**src/rtl/fetch_unit_if.sv**
```systemverilog
// Instruction-memory request/response channel between the fetch unit (master)
// and the instruction memory (slave).
interface fetch_unit_if;
  logic        imem_req;
  logic [31:0] imem_addr;
  logic        imem_ready;
  logic        imem_rvalid;
  logic [31:0] imem_rdata;

  modport master (output imem_req, imem_addr,
                  input  imem_ready, imem_rvalid, imem_rdata);
  modport slave  (input  imem_req, imem_addr,
                  output imem_ready, imem_rvalid, imem_rdata);
endinterface

```
**src/rtl/fetch_unit.sv**
```systemverilog
// Single-outstanding instruction fetch FSM that feeds the IF/ID register.
// A redirect kills any in-flight fetch and restarts fetching at the target.
module fetch_unit #(
  parameter logic [31:0] RESET_PC = 32'h0000_0000
) (
  input  logic         clk,
  input  logic         rst,
  input  logic         stall,
  input  logic         jal,
  input  logic         jalr,
  input  logic         branch_result,
  input  logic [31:0]  target_address,
  fetch_unit_if.master imem,
  output logic [31:0]  instruction_fetch,
  output logic [31:0]  pc_pre_address,
  output logic         fetch_valid
);

  typedef enum logic [2:0] {IDLE, REQ, WAIT, HOLD, DROP} state_e;

  state_e      state_q;
  logic [31:0] pc_q;
  logic [31:0] instr_q;
  logic [31:0] pc_pre_q;
  logic        fv_q;

  logic        redirect;
  logic [31:0] redir_pc;
  logic [31:0] pc_inc;

  assign redirect = jal | jalr | branch_result;
  assign redir_pc = {target_address[31:2], 2'b00};
  assign pc_inc   = pc_q + 32'd4;

  assign imem.imem_req  = (state_q == REQ);
  assign imem.imem_addr = pc_q;

  assign instruction_fetch = instr_q;
  assign pc_pre_address    = pc_pre_q;
  assign fetch_valid       = fv_q;

  always_ff @(posedge clk) begin
    if (rst) begin
      state_q  <= IDLE;
      pc_q     <= RESET_PC;
      instr_q  <= '0;
      pc_pre_q <= '0;
      fv_q     <= 1'b0;
    end else begin
      case (state_q)
        IDLE: state_q <= REQ;
        REQ: begin
          // An accepted request under redirect is already stale; drain it.
          if (redirect) begin
            pc_q <= redir_pc;
            if (imem.imem_ready) state_q <= DROP;
          end else if (imem.imem_ready) begin
            state_q <= WAIT;
          end
        end
        WAIT: begin
          if (imem.imem_rvalid) begin
            if (redirect) begin
              pc_q    <= redir_pc;
              state_q <= REQ;
            end else begin
              instr_q  <= imem.imem_rdata;
              pc_pre_q <= pc_q;
              pc_q     <= pc_inc;
              fv_q     <= 1'b1;
              state_q  <= HOLD;
            end
          end else if (redirect) begin
            pc_q    <= redir_pc;
            state_q <= DROP;
          end
        end
        HOLD: begin
          if (!stall || redirect) begin
            fv_q    <= 1'b0;
            state_q <= REQ;
            if (redirect) pc_q <= redir_pc;
          end
        end
        DROP: begin
          if (redirect) pc_q <= redir_pc;
          if (imem.imem_rvalid) state_q <= REQ;
        end
        default: state_q <= IDLE;
      endcase
    end
  end

endmodule

```
**src/flat_wrapper.sv**
```systemverilog
// flat-port wrapper written by rule: the top's interface ports become plain ports
module fetch_unit_flat 
#(
  parameter logic [31:0] RESET_PC = 32'h0000_0000
)
  (clk, rst, stall, jal, jalr, branch_result, target_address, instruction_fetch, pc_pre_address, fetch_valid, imem_imem_req, imem_imem_addr, imem_imem_ready, imem_imem_rvalid, imem_imem_rdata);
  fetch_unit_if imem_i ();
  input  logic clk;
  input  logic rst;
  input  logic stall;
  input  logic jal;
  input  logic jalr;
  input  logic branch_result;
  input  logic [31:0] target_address;
  output logic [31:0] instruction_fetch;
  output logic [31:0] pc_pre_address;
  output logic fetch_valid;
  output wire logic [$bits(imem_i.imem_req)-1:0] imem_imem_req;
  output wire logic [$bits(imem_i.imem_addr)-1:0] imem_imem_addr;
  input wire logic [$bits(imem_i.imem_ready)-1:0] imem_imem_ready;
  input wire logic [$bits(imem_i.imem_rvalid)-1:0] imem_imem_rvalid;
  input wire logic [$bits(imem_i.imem_rdata)-1:0] imem_imem_rdata;
  assign imem_imem_req = imem_i.imem_req;
  assign imem_imem_addr = imem_i.imem_addr;
  assign imem_i.imem_ready = imem_imem_ready;
  assign imem_i.imem_rvalid = imem_imem_rvalid;
  assign imem_i.imem_rdata = imem_imem_rdata;
  fetch_unit #(.RESET_PC(RESET_PC)) u_core (.clk(clk), .rst(rst), .stall(stall), .jal(jal), .jalr(jalr), .branch_result(branch_result), .target_address(target_address), .imem(imem_i), .instruction_fetch(instruction_fetch), .pc_pre_address(pc_pre_address), .fetch_valid(fetch_valid));
endmodule
```
**config.mk**
```make
export PLATFORM = sky130hd
export DESIGN_NAME = fetch_unit_flat
export DESIGN_NICKNAME = d
export VERILOG_FILES = /design/src/rtl/fetch_unit_if.sv /design/src/rtl/fetch_unit.sv /design/src/flat_wrapper.sv
export SDC_FILE = /design/constraint.sdc
export NUM_CORES = 1
export LEC_CHECK = 0
export BUFFER_PORTS_ARGS = -buffer_cell sky130_fd_sc_hd__buf_4
export CAP_MARGIN = 0
export CORE_AREA = 2 2 113 115
export DETAILED_ROUTE_END_ITERATION = 16
export DIE_AREA = 0 0 115 117
export GPL_TIMING_DRIVEN = 0
export PLACE_DENSITY = 0.7
export SYNTH_ARGS = -nofsm -noshare
export SYNTH_HDL_FRONTEND = slang
export SYNTH_SLANG_ARGS = --single-unit
```
**constraint.sdc**
```tcl
create_clock -name clk -period 2.15 [get_ports clk]
set_input_delay 0.645 -clock clk [delete_from_list [all_inputs] [get_ports clk]]
set_output_delay 0.645 -clock clk [all_outputs]
set_load 0.02 [all_outputs]
```
==> out/results.ini <==
[status]
status=finished, final reports clean

[timing]
timing.fmax_ghz=0.4782
finalCritPeriodShare_pct=97.27
slew_headroom_pct=55.46
setup_viol_count_final=0
min_period_ns=2.091
rsz0062_at_grt=yes
drv_slew=0
worstMarginPinSlew_ns=0.6681
hold_viol=0
fin_skew_ns=0.006340
whs_ns=0.4553

[synthesis]
async_reset_ff_share_pct=0
syn_area_mm2=0.004583
synth_cell_type_count=67
synth_warnings=0
synth_ff_type=dfxtp_1
post_synth_inst_count=580
syn_avg_cell_area_um2=7.902
yosysSeqAreaShare_pct=43.68
synth_fp_nets=653
ys_ff_latch=100
synth_edf_count=0

[die]
die_h_um=117
die_w_um=115
initial_utilization_pct=37.23
fp.dieArea_mm2=0.01346
rows=41
core-area_mm2=0.01231
ios=170

[detailed_routing]
ant_nets=0
dr.pass1.iters=5
drt-initial-drc-count=386
wire_per_inst_um=17.27
vias=5047
routed_via_density=5.510
route.final.wire_length_um=15820
post-route-drc-count=0

[power]
peakVddDrop_mv=0.3539
leakage_nw=2.571
cellPowerDensity_mw_per_mm2=741.5

[job]
maxCapViolations=0

[critical_path]
critPathKind=flop to flop
worst-r2r-cell-count=6
critical-path-max-stage-delay_ns=0.65
cp_cell_sequence=ha_2 > nand4_1 > or4_1 > nor2_2 > a311o_1 > o211ai_1
setup.worst_path.end_class=flop
required_ns=2.36
rr_endpoint=u_core.imem.imem_addr[24]
crit_start=u_core.imem.imem_addr[3]
cp_num_buf_inv=0
worst_path_max_delay_cell=or4_1
critPathTopFamily=simple AND/OR/NAND/NOR gates
r2r_slack_ns=0.06
reg2reg_from=u_core.imem.imem_addr[3]
crit_fanout=7
worstSetupStartpointType=flop
cp.arrival_ns=2.31

[grt]
met2_usage_pct=38.59
overflow=0
grt_pass1_vias=4582
use_met3_pct=3.502
grtUsageTotal_pct=22.55
grt-busiest-layer=met2
antenna_found_initial=0
grt_max_degree=17
use_met1_pct=29.10
grt_pass1_wl_um=23600

[clock_network]
cts_tree=yes
h-tree-depth=3
clk_latency_ns=0.35
cts_buffer_depth=2
clk_pin_slew_worst_paths_ns=0.07
cts-root-buf=clkbuf_16
cts.sinks=100
cts_buffers=9

[min_path]
whs_endpoint=u_core.pc_pre_address[23]
min_delay_path_depth=2
hp-start=u_core.pc_pre_address[23]
holdCritPathClass=flop to flop

[cells_and_area]
fin_area_mm2=0.006457
antenna_cells=0
drive_gt1_share_pct=31.33
fill_cells=1167
final_cells=916
nNetsFinal=834
synthToLayoutAreaGrowth_pct=40.90

[place]
dp_cells=897
postPlaceCellArea_mm2=0.006025
dp_hpwl_um=11780
place.gp.congestion=0.9125
port-buffer-count=167

## worst reg2reg max path, cell delays in order (launching register included)
cell and delay, ns:
dfxtp_2 0.40, ha_2 0.24, nand4_1 0.18, or4_1 0.66
nor2_2 0.19, a311o_1 0.20, o211ai_1 0.09
## power by group
part,switching [mW],internal (mW),total (mW)
logic,0.525,0.383,0.908
registers,0.162,1.94,2.10
clock network,0.721,1.06,1.78
total,1.41,3.38,4.79
## cell type report
class / instances / area, um2 / area share, %
Multi-Input combinational cell: 433 / 2401 / 37.18
Sequential cell: 100 / 2008 / 31.10
Timing Repair Buffer: 171 / 1284 / 19.88
Clock buffer: 11 / 242.7 / 3.759
Buffer: 40 / 226.5 / 3.507
Tap cell: 150 / 187.7 / 2.906
Clock inverter: 5 / 85.08 / 1.318
Inverter: 6 / 22.52 / 0.3488
## cells in the mapped netlist (5+ instances only)
cell type / number / area share, %
a311oi_1: 7 / 1.3
nor2_1: 31 / 2.5
nor3_1: 18 / 2.0
o211ai_1: 7 / 1.1
nand2_1: 154 / 13
nor4_1: 6 / 0.82
dfxtp_1: 100 / 44
nand4_1: 13 / 1.8
nand3_1: 21 / 2.3
inv_1: 5 / 0.41
o21ai_1: 5 / 0.55
clkbuf_1: 19 / 1.6
a21oi_1: 84 / 9.2
buf_2: 14 / 1.5
a31oi_1: 6 / 0.82
## kinds of logic after synthesis
family / after synthesis / share of synthesized area [%]
mux: 3 / 0.6825
compound gates: 147 / 19.96
buf+inv: 47 / 5.296
flops: 100 / 43.68
simple gates: 282 / 30.11
fa+ha+maj: 1 / 0.2730
## cell usage in the layout (no fill, tap or decap), types with 9 or more instances in the layout
cell,n
buf_4,173
nand2_1,154
dfxtp_1,97
a21oi_1,84
nor2_1,27
nand3_1,21
nor3_1,16
clkbuf_1,15
nand4_1,13
buf_2,12
clkbuf_16,9
## sequential cells by signal, indices dropped and copies added, names as in the netlist
| signal | count |
|---|---|
| u_core.fetch_valid | 1 |
| u_core.imem.imem_addr | 32 |
| u_core.instruction_fetch | 32 |
| u_core.pc_pre_address | 32 |
| u_core.state_q | 3 |
## per-layer routing
metal	vias up	share of wire, %
met5	-	0
met4	0	1.7
met3	22	5.7
met2	195	50
met1	2402	43
li1	2428	-
## timing repair
item	in CTS	in global routing
resized for setup	10	18
setup buffers	3	1
hold buffers	0	0
pin swaps	2	3
setup endpoints to repair	88	35
## per-stage QoR
| stage | utilization, % | worst slack, ns | TNS, ns | total power [mW] |
|---|---|---|---|---|
| after CTS | 52.10 | 0.04980 | 0 | 4.792 |
| after global routing | 52.45 | -0.02033 | -0.03898 | 4.956 |
| after global placement | 48.93 | -0.7378 | -46.73 | 2.994 |
| final | 52.45 | 0.05866 | 0 | 4.788 |
| after floorplan | - | 0.03807 | 0 | 2.593 |
| after detailed placement | 48.93 | -0.7385 | -47.30 | 3.009 |
## worst max-delay path by stage
stage	depth (start not counted)	to
final	6	u_core.imem.imem_addr[24]
after global routing	6	u_core.imem.imem_addr[24]
after detailed placement	8	u_core.pc_pre_address[3]
after CTS	7	u_core.imem.imem_addr[22]
after global placement	8	u_core.pc_pre_address[2]
after floorplan	6	u_core.imem.imem_addr[20]
No activity file was read; power rests on OpenSTA's default activity.
